File: config.mk
export PLATFORM = sky130hd
export DESIGN_NAME = uart_rx
export DESIGN_NICKNAME = d
export VERILOG_FILES = /design/src/rtl/uart_rx.sv
export SDC_FILE = /design/constraint.sdc
export NUM_CORES = 1
export LEC_CHECK = 0
export ABC_AREA = 1
export BUFFER_PORTS_ARGS = -buffer_cell sky130_fd_sc_hd__buf_2
export CAP_MARGIN = 5
export CORE_ASPECT_RATIO = 1.4
export CORE_MARGIN = 2
export CORE_UTILIZATION = 28
export CTS_BUF_LIST = sky130_fd_sc_hd__clkbuf_8 sky130_fd_sc_hd__clkbuf_16
export DETAILED_ROUTE_END_ITERATION = 6
export SLEW_MARGIN = 20
export SYNTH_ARGS = -nofsm -noshare
export SYNTH_HDL_FRONTEND = slang
export SYNTH_SLANG_ARGS = --single-unit
File: constraint.sdc
create_clock -name CLK -period 1.7 [get_ports CLK]
set_input_delay 0.255 -clock CLK [delete_from_list [all_inputs] [get_ports CLK]]
set_output_delay 0.255 -clock CLK [all_outputs]
set_load 0.05 [all_outputs]
File: src/rtl/uart_rx.sv
// uart_rx: oversampling UART receiver.
// Detects the start bit on a falling edge of the synchronized line and takes a
// majority vote of three samples around the middle of each bit. Data arrives
// LSB first, followed by an optional parity bit and then the stop bit. Good
// frames update P_DATA and raise Data_Valid for one cycle. Bad frames only set
// the error flags.
module uart_rx #(
   parameter int DATA_WIDTH = 8   // must be 2 or more
) (
   input  logic                  CLK,
   input  logic                  RST,
   input  logic                  RX_IN,
   input  logic [5:0]            PRESCALE,
   input  logic                  PAR_EN,
   input  logic                  PAR_TYP,
   output logic [DATA_WIDTH-1:0] P_DATA,
   output logic                  Data_Valid,
   output logic                  Par_Err,
   output logic                  Stp_Err
);

   localparam int BIT_W = (DATA_WIDTH > 1) ? $clog2(DATA_WIDTH) : 1;

   localparam logic [2:0] IDLE   = 3'd0;
   localparam logic [2:0] START  = 3'd1;
   localparam logic [2:0] DATA   = 3'd2;
   localparam logic [2:0] PARITY = 3'd3;
   localparam logic [2:0] STOP   = 3'd4;

   logic                  rx_meta;
   logic                  rx_s;
   logic                  rx_prev;
   logic [2:0]            state;
   logic [5:0]            edge_cnt;
   logic [BIT_W-1:0]      bit_cnt;
   logic [5:0]            p_cap;
   logic                  par_en_cap;
   logic                  par_typ_cap;
   logic                  samp_a;
   logic                  samp_b;
   logic [DATA_WIDTH-1:0] shift_reg;
   logic                  par_mismatch;

   logic [5:0]            half;
   logic                  at_s0;
   logic                  at_s1;
   logic                  at_dec;
   logic                  at_end;
   logic                  voted;
   logic                  start_det;
   logic                  bad_parity;

   // Sample points sit around the middle of the bit. The bit is decided in the
   // third sample cycle, using the two stored samples and the live line value.
   assign half       = {1'b0, p_cap[5:1]};
   assign at_s0      = (edge_cnt == half - 6'd1);
   assign at_s1      = (edge_cnt == half);
   assign at_dec     = (edge_cnt == half + 6'd1);
   assign at_end     = (edge_cnt == p_cap - 6'd1);
   assign voted      = (samp_a & samp_b) | (samp_a & rx_s) | (samp_b & rx_s);
   assign start_det  = !rx_s && rx_prev;
   assign bad_parity = par_en_cap && par_mismatch;

   // Two-flop synchronizer for the asynchronous line, plus an edge-detect delay.
   // The flops reset to idle-high so that reset cannot create a false start.
   always_ff @(posedge CLK) begin
      // NOTE: sequential state uses non-blocking assignments only, so every flop
      // samples the values from before the clock edge and simulation order
      // does not matter.
      if (RST) begin
         rx_meta <= 1'b1;
         rx_s    <= 1'b1;
         rx_prev <= 1'b1;
      end else begin
         rx_meta <= RX_IN;
         rx_s    <= rx_meta;
         rx_prev <= rx_s;
      end
   end

   // Capture the first two mid-bit samples. The third sample is taken directly
   // from the line in the decision cycle.
   always_ff @(posedge CLK) begin
      if (RST) begin
         samp_a <= 1'b1;
         samp_b <= 1'b1;
      end else begin
         if (at_s0) samp_a <= rx_s;
         if (at_s1) samp_b <= rx_s;
      end
   end

   // Frame FSM: bit timing, data shifting, parity and stop checks, and output registers.
   always_ff @(posedge CLK) begin
      if (RST) begin
         state        <= IDLE;
         edge_cnt     <= '0;
         bit_cnt      <= '0;
         p_cap        <= 6'd8;
         par_en_cap   <= 1'b0;
         par_typ_cap  <= 1'b0;
         shift_reg    <= '0;
         par_mismatch <= 1'b0;
         P_DATA       <= '0;
         Data_Valid   <= 1'b0;
         Par_Err      <= 1'b0;
         Stp_Err      <= 1'b0;
      end else begin
         Data_Valid <= 1'b0;
         if (state == IDLE) begin
            edge_cnt <= '0;
            bit_cnt  <= '0;
            // The detect cycle counts as edge_cnt 0 of the start bit.
            if (start_det) begin
               state        <= START;
               edge_cnt     <= 6'd1;
               p_cap        <= PRESCALE;
               par_en_cap   <= PAR_EN;
               par_typ_cap  <= PAR_TYP;
               par_mismatch <= 1'b0;
            end
         end else begin
            edge_cnt <= at_end ? 6'd0 : edge_cnt + 6'd1;
            case (state)
               START: begin
                  if (at_dec && voted) begin
                     // A start bit that votes high was only a glitch.
                     state    <= IDLE;
                     edge_cnt <= '0;
                  end else if (at_end) begin
                     state <= DATA;
                  end
               end
               DATA: begin
                  if (at_dec) shift_reg <= {voted, shift_reg[DATA_WIDTH-1:1]};
                  if (at_end) begin
                     if (bit_cnt == BIT_W'(DATA_WIDTH - 1)) begin
                        bit_cnt <= '0;
                        state   <= par_en_cap ? PARITY : STOP;
                     end else begin
                        bit_cnt <= bit_cnt + 1'b1;
                     end
                  end
               end
               PARITY: begin
                  if (at_dec) par_mismatch <= voted != ((^shift_reg) ^ par_typ_cap);
                  if (at_end) state <= STOP;
               end
               STOP: begin
                  // Return to IDLE at mid-stop so the next start edge is not missed.
                  if (at_dec) begin
                     state    <= IDLE;
                     edge_cnt <= '0;
                     Stp_Err  <= !voted;
                     Par_Err  <= bad_parity;
                     if (voted && !bad_parity) begin
                        P_DATA     <= shift_reg;
                        Data_Valid <= 1'b1;
                     end
                  end
               end
               default: begin
                  state    <= IDLE;
                  edge_cnt <= '0;
               end
            endcase
         end
      end
   end

endmodule
After elaboration in Yosys (flattened, before gate mapping):

Cells that the tools add are included.

* reduce and logical (&&, ||, !) cells: 21
* add/subtract/negate cells: 5
* mux-type cells: 22
* multipliers: 0
* equality and inequality tests: 16
* div/mod/pow operators: 0
* bitwise logic cells: 9
* shift-type cells: 0
* magnitude comparators: 0

Operators by type and width (count)
* 2-to-1 mux 3 bit: 10
* 2-to-1 mux 6 bit: 4
* == test 6 bit: 3
* case mux 6 bit (3 select lines): 1
* inequality test 3 bit, second input constant: 4
* case mux 3 bit (4 select lines): 1
* AND reduction 3 bit: 3
* parity 8 bit: 1
* adder 5 x 1 -> 6 bit, second input constant: 1
* adder 6 x 1 -> 6 bit, second input constant: 1
* == test 3 x 2 -> 1 bit, second input constant: 2
* == test 3 bit, second input constant: 2
* == test 6 x 5 -> 1 bit: 1
* 2-to-1 mux 1 bit: 6
* AND reduction 6 bit: 1
* subtractor 5 x 1 -> 6 bit, second input constant: 1
* subtractor 6 x 1 -> 6 bit, second input constant: 1
* logical AND 1 bit: 4
* inequality test 4 bit, second input constant: 1
* AND reduction 2 bit: 2
* AND reduction 4 bit: 1
* nonzero test 2 bit: 2
* OR reduction 2 bit: 2
* OR reduction 4 bit: 1
* other kinds (10): 17

* register bits: 45
* memories kept: 0
* output and inout port bits: 11
* logic and storage cells: 90
* RAM bits: 0
* ROM bits: 0
* latch bits: 0
* input bits: 11

Longest topological paths before layout:

Gate-level depths: netlist of the first run.

* depth after elaboration: 7
* mapped depth: 15
* depth with buffers taken out: 15

Least setup slack after synthesis of the first run:

OpenSTA, ideal clock, no wires.

* path type: reg-to-reg
* start: reg p_cap[2]
* end: reg P_DATA[3]
* arrival time: 1725 ps
* data required time: 1585 ps
* setup time: 115 ps
* stages on the path, launching flop included: 15
* setup slack: -141 ps
* buffers on the path: 1
* period minus slack after synthesis: 1841 ps
* cell sequence: dfxtp_1 inv_2 ha_1 inv_1 nand2_1 nand2_1 nor2_1 nand2_2 nor2_4 nand2_4 inv_4 nand4_4 buf_6 o21ai_2 a21oi_2

* cells in the longest elaborated chain, start to end: 3

RTL lines
* from (decl): RTL line 36 `logic [5:0] p_cap;`
* from (signal assigned): RTL line 99 `p_cap <= 6'd8;`
* from (signal assigned): RTL line 117 `p_cap <= PRESCALE;`
* adder 5 x 1 -> 6 bit: RTL line 58 `assign at_dec = (edge_cnt == half + 6'd1);`
* == test 6 bit: RTL line 58
* AND reduction 4 bit (no line)
* to (signal assigned): RTL line 157 `P_DATA <= shift_reg;`
* to (decl): RTL line 16 `output logic [DATA_WIDTH-1:0] P_DATA,`

Every way passes these cells.
A chain may end at the register's enable or synchronous reset.

Final worst setup path of the first run:

* start: reg p_cap[1]
* end: reg P_DATA[4]

The elaborated chain is that of the path after synthesis.

==> metrics.md, run 1 <==
| Metric | Value |
|---|---|
| Status | complete, but fails checks |
| Violated checks | negative setup slack |
| Via/cell ratio | 4.58 |
| Yosys cell types | 37 |
| Worst setup SP type | flop |
| GP Congestion | 0.857 |
| Final Cell Area | 3410 um^2 |
| Routed WL | 6.39 mm |
| Worst setup margin | -0.0806 ns |
| Crit Reg-Reg Startpoint | p_cap[1] |
| Die Ht | 117 um |
| Post-layout util | 0.380 |
| Port Buffers | 21 |
| H-tree lvl count | 2 |
| Crit path max fanout | 5 |
| CTS tree | done |
| Non-Filler Instances | 537 |
| F_max | 562 MHz |
| Synth Register Bits | 45 |
| Proportion of layout cells with a drive suffix above 1 | 0.326 |
| Grt total ovfl | 0 |
| Area delta synth->final | 33.1% |
| R2R Setup Slk | -0.08 ns |
| Final Skew | 0.00469 ns |
| DP Cell Count | 524 |
| Hold_sp | RX_IN |
| Cts bufs inserted | 5 |
| Row cnt | 41 |
| Antenna Nets Post-Route | 0 |
| Die width | 84.9 um |
| Leakage power total | 1.53 nW |
| Worst hold path type | input port to flop |
| Setup violators final | 28 |
| Crit end category | flop |
| Synth Flop Type | dfxtp_1 |
| PD cells | 1030 nW/um^2 |
| Rel. slew slack | 0.759 |
| Max clock buf depth | 2 |
| Area after DPL | 3070 um^2 |
| R2r endpoint | P_DATA[4] |
| WS Path Type | flop to flop |
| Cells after synthesis | 366 |
| Worst Reg2Reg Path Length in Cells | 13 |
| Die ar. | 9950 um^2 |
| IO Count | 22 |
| Ant diodes | 0 |
| Syn Area/Cell | 7.01 um^2 |
| Post-synth EDFFs | 0 |
| Crit path required time | 1.92 ns |
| Vias in the first global route | 2388 |
| Core area | 8980 um^2 |
| Hold path depth | 2 |
| Worst skew pair latency | 0.28 ns |
| Critical path arrival | 2.00 ns |
| Worst hold slack | 0.157 ns |
| RSZ-0062 raised after global routing | yes |
| Vias | 2458 |
| Starting Density | 0.286 |
| 1st-iter DRT viols | 83 |
| DRC viols | 0 |
| Slew Viols, Final | 0 |
| Final min period | 1.78 ns |
| Largest net degree at the start of global routing | 27 |
| Sequential fraction of the synthesis area | 0.351 |
| Post-Syn Area | 2560 um^2 |
| Initial antenna violation count | 0 |
| First-pass detailed-route iteration total | 4 |
| Crit share post-route | 1.05 |
| Fraction of registers with async set/reset | 0 |
| Clk sinks | 45 |
| YS warnings | 0 |
| CTS root buf | clkbuf_16 |
| Post-detail-place hpwl | 4.82 mm |
| Actual slew at the worst max-slew pin | 0.361 ns |
| Max VDD drop | 786 uV |
| Net Count, Synth | 384 |
| Nets | 448 |
| First-pass GRT wire length | 10.9 mm |
| Maxcap violations | 0 |
| Final Hold Vio Count | 0 |
| Fillers | 887 |
| Hold endpoint | rx_meta |
| Average wire per standard cell | 11.9 um |
| Total track usage | 0.136 |
| Clock Pin Slew Worst Setup and Hold Paths | 0.06 ns |
routing by layer:
layer / track usage / vias to the layer above / share of wire / wire (um)
met5: 0 / - / 0 / 0
met4: 0.0540 / 0 / 0.028 / 182
met3: 0.0196 / 13 / 0.018 / 116
met2: 0.271 / 29 / 0.55 / 3550
met1: 0.142 / 1120 / 0.40 / 2550
li1: - / 1296 / - / -
worst max-delay path: stages, from the launching register on:
cell and delay, ns:
dfxtp_4 0.37, inv_6 0.05, ha_4 0.26, inv_2 0.03, nand2_2 0.05, nand2_1 0.05, nor2_1 0.10, nand2_2 0.08
nor2_4 0.12, nand2_4 0.09, inv_6 0.10, nand4_4 0.11, buf_4 0.18, a21oi_2 0.12
cells by family (layout without fill, tap and decap cells):
group	count (synthesis)	in the layout	share of synthesized area
and+or+nand+nor	160	161	0.298
AOI/OAI and AO/OA	70	70	0.149
buffers and inverters	68	131	0.110
DFF	45	45	0.351
xor gates and xnor gates	16	16	0.0576
adders and majority gates	7	7	0.0341
worst max-delay path by stage:
stage / startpoint / end / slack [ns] / cells after the start
2_1_floorplan: p_cap[2] / P_DATA[3] / -0.03 / 14
3_3_place_gp: p_cap[1] / state[0] / -0.16 / 12
3_5_place_dp: p_cap[1] / state[2] / -0.19 / 12
4_1_cts: p_cap[1] / edge_cnt[0] / -0.11 / 12
5_1_grt: p_cap[1] / P_DATA[1] / -0.23 / 12
6_report: p_cap[1] / P_DATA[4] / -0.08 / 13
area by class of cell:
class	count	area (um^2)	area share
Multi-Input combinational cell	254	1540	0.451
Sequential cell	45	911	0.267
Timing Repair Buffer	65	452	0.132
Inverter	59	236	0.0693
Clock buffer	6	139	0.0407
Tap cell	107	134	0.0392
Clock inverter	1	3.75	0.00110
power by group:
| group | switching [mW] | internal, mW |
|---|---|---|
| registers | 0.0759 | 1.13 |
| clock network | 0.365 | 0.570 |
| logic | 0.808 | 0.560 |
| total | 1.25 | 2.27 |
what timing repair did:
item / 4_1_cts / 5_1_grt
hold buffers: 0 / 0
setup endpoints to repair: 32 / 34
gates cloned: 1 / 0
gates resized for setup: 36 / 16
pin swaps: 15 / 12
buffers inserted: 4 / 1
synthesized netlist by cell type, types with 3 or more instances:
cell / number / area share
nand3_1: 14 / 0.027
or2_2: 3 / 0.0073
inv_2: 8 / 0.012
nor2_4: 3 / 0.013
xor2_1: 8 / 0.027
a21oi_1: 30 / 0.059
ha_1: 7 / 0.034
nand4_1: 5 / 0.012
a21oi_2: 3 / 0.010
clkbuf_1: 4 / 0.0059
inv_1: 50 / 0.073
o21ai_0: 26 / 0.051
nand2_1: 83 / 0.12
nand2_2: 9 / 0.022
nor2_1: 28 / 0.041
nand3_2: 3 / 0.012
o21ai_1: 3 / 0.0059
xnor2_1: 7 / 0.024
nor3_1: 4 / 0.0078
o21ai_2: 3 / 0.010
dfxtp_1: 45 / 0.35
metrics by stage:
step / power (mW) / worst slack [ns] / setup TNS (ns)
6_report: 3.51 / -0.0806 / -1.33
2_1_floorplan: 2.06 / -0.0286 / -0.0571
4_1_cts: 3.50 / -0.105 / -1.76
3_5_place_dp: 2.45 / -0.187 / -3.45
3_3_place_gp: 2.42 / -0.161 / -2.47
5_1_grt: 3.76 / -0.227 / -5.31
cell usage in the layout (no fill, tap or decap), types with 4 or more instances in the layout:
cell type  netlist  final
o21ai_1          3     15
buf_2            1     21
nor3_1           4      4
nand2_2          9     12
a21oi_2          3      6
nand4_1          5      5
xnor2_1          7      6
nor2_1          28     25
o21ai_0         26     14
nand2_4          1      4
inv_2            8      9
dfxtp_1         45     41
clkbuf_16        0      5
nand3_2          3      5
a21oi_1         30     27
nand2_1         83     77
nor2_4           3      5
xor2_1           8      8
buf_4            2     42
inv_1           50     47
nand3_1         14     11
(Power assumes the default switching activity.)
==> inputs of run 2 (changes only) <==
--- a/config.mk
+++ b/config.mk
@@ -9,8 +9,8 @@
 export BUFFER_PORTS_ARGS = -buffer_cell sky130_fd_sc_hd__buf_2
 export CAP_MARGIN = 5
 export CORE_ASPECT_RATIO = 1.4
-export CORE_MARGIN = 2
-export CORE_UTILIZATION = 28
+export CORE_MARGIN = 1
+export CORE_UTILIZATION = 34
 export CTS_BUF_LIST = sky130_fd_sc_hd__clkbuf_8 sky130_fd_sc_hd__clkbuf_16
 export DETAILED_ROUTE_END_ITERATION = 6
 export SLEW_MARGIN = 20
==> metrics.md, run 2 (same netlist as run 1, synthesis figures left out) <==
| Metric | Value |
|---|---|
| Worst setup margin | -0.144 ns |
| Maxcap violations | 0 |
| Violated checks | negative setup slack |
| Routed WL | 6.34 mm |
| WS Path Type | flop to flop |
| Non-Filler Instances | 530 |
| DRC viols | 0 |
| 1st-iter DRT viols | 62 |
| Final Skew | 0.0187 ns |
| Proportion of layout cells with a drive suffix above 1 | 0.367 |
| First-pass detailed-route iteration total | 4 |
| Vias in the first global route | 2312 |
| CP startpoint | p_cap[1] |
| Post-detail-place hpwl | 4.73 mm |
| F_max | 542 MHz |
| CTS tree | done |
| Worst setup SP type | flop |
| Area delta synth->final | 36.0% |
| Rel. slew slack | 0.784 |
| GP Congestion | 0.861 |
| Clk sinks | 45 |
| Setup_tns | -2.51 ns |
| RSZ-0062 raised after global routing | yes |
| Worst hold slack | 0.128 ns |
| Initial antenna violation count | 0 |
| Commonest non-fill, non-tap cell in the layout | nand2_1 |
| Port Buffers | 21 |
| Crit path max fanout | 5 |
| PD cells | 948 nW/um^2 |
| Crit path required time | 1.94 ns |
| Final min period | 1.84 ns |
| Fillers | 745 |
| Nets | 450 |
| Total chip power | 3.31 mW |
| Status | complete, but fails checks |
| CTS root buf | clkbuf_8 |
| Core area | 7310 um^2 |
| Clock Pin Slew Worst Setup and Hold Paths | 0.10 ns |
| First-pass GRT wire length | 10.3 mm |
| Crit end category | flop |
| IO Count | 22 |
| H-tree lvl count | 2 |
| Post-layout util | 0.477 |
| Crit Reg-Reg Startpoint | p_cap[1] |
| Final Hold Vio Count | 0 |
| Most frequent cells in the layout | nand2_1, inv_1, dfxtp_1 |
| Leakage power total | 1.52 nW |
| Vias | 2463 |
| Die width | 75.4 um |
| Slew Viols, Final | 0 |
| Hold buffer count at CTS | 0 |
| Largest net degree at the start of global routing | 17 |
| Via/cell ratio | 4.65 |
| Total track usage | 0.171 |
| Die Ht | 105 um |
| Antenna Nets Post-Route | 0 |
| Die ar. | 7900 um^2 |
| Hold_sp | RX_IN |
| Worst skew pair latency | 0.31 ns |
| Worst hold path type | input port to flop |
| Actual slew at the worst max-slew pin | 0.324 ns |
| Grt total ovfl | 0 |
| Starting Density | 0.351 |
| Critical path arrival | 2.08 ns |
| Max clock buf depth | 2 |
| Max VDD drop | 641 uV |
| Crit share post-route | 1.08 |
| Ant diodes | 0 |
| Setup violators final | 29 |
| DP Cell Count | 518 |
| Cts bufs inserted | 5 |
| Row cnt | 37 |
| Average wire per standard cell | 12.0 um |
[run 2: cell count changes in the layout (fill, tap and decap cells not counted), sizes merged]
cell / previous run / this run
buf: 65 / 66
clkinv: 0 / 1
clkinvlp: 0 / 1
inv: 60 / 59
nand2: 93 / 94
[run 2: worst paths after layout]
check | end | slack, ns | cells after the start
worst max-delay path | Data_Valid | -0.14 | 14
worst min-delay path | rx_meta | 0.13 | 2
worst max register to register | Data_Valid | -0.14 | 14
worst min register to register | rx_s | 0.43 | 1
[run 2: through the flow]
stage               instance area [um^2]  setup WS [ns]
finish                              3490         -0.144
global route                        3490         -0.230
CTS                                 3300         -0.121
detailed placement                  3080         -0.193
global placement                    3080         -0.127
floorplan                           2580        -0.0286
[run 2: critical path, stage by stage (launching register included)]
cell and delay (ns):
dfxtp_4 0.40, inv_8 0.05, ha_4 0.23, nand2_1 0.10
nand2_2 0.07, nor2_2 0.10, nand2_2 0.07, nor2_4 0.12
nand2_4 0.10, clkinv_8 0.08, buf_6 0.11, nand2_8 0.06
a21oi_4 0.13, nand2_1 0.06, nor2_1 0.09
[run 2: power breakdown]
part	switching, mW	leakage, nW	internal (mW)
logic	0.812	1.11	0.572
clock network	0.376	0.0478	0.335
registers	0.0802	0.366	1.13
total	1.27	1.52	2.04
[run 2: area by class of cell]
type | instances | area, um^2 | share of cell area
multi-input combinational | 255 | 1640 | 0.470
tap | 97 | 121 | 0.0348
inverter | 59 | 246 | 0.0707
sequential | 45 | 911 | 0.261
clock inverter | 2 | 16.3 | 0.00466
clock buffer | 6 | 82.6 | 0.0237
timing repair buffer | 66 | 470 | 0.135
[run 2: timing repair]
action | in CTS | in global routing
gates resized for setup | 40 | 39
pin swaps | 10 | 10
buffers inserted | 0 | 2
setup endpoints to repair | 33 | 39
cloned | 1 | 1
endpoints found under the hold margin | 0 | 0
[run 2: metal layers]
layer  vias up  global-route usage  share of wire
met4         0              0.0794          0.023
li1       1299                   -              -
met3         9              0.0183          0.012
met2        23               0.321           0.56
met5         -                   0              0
met1      1132               0.180           0.40
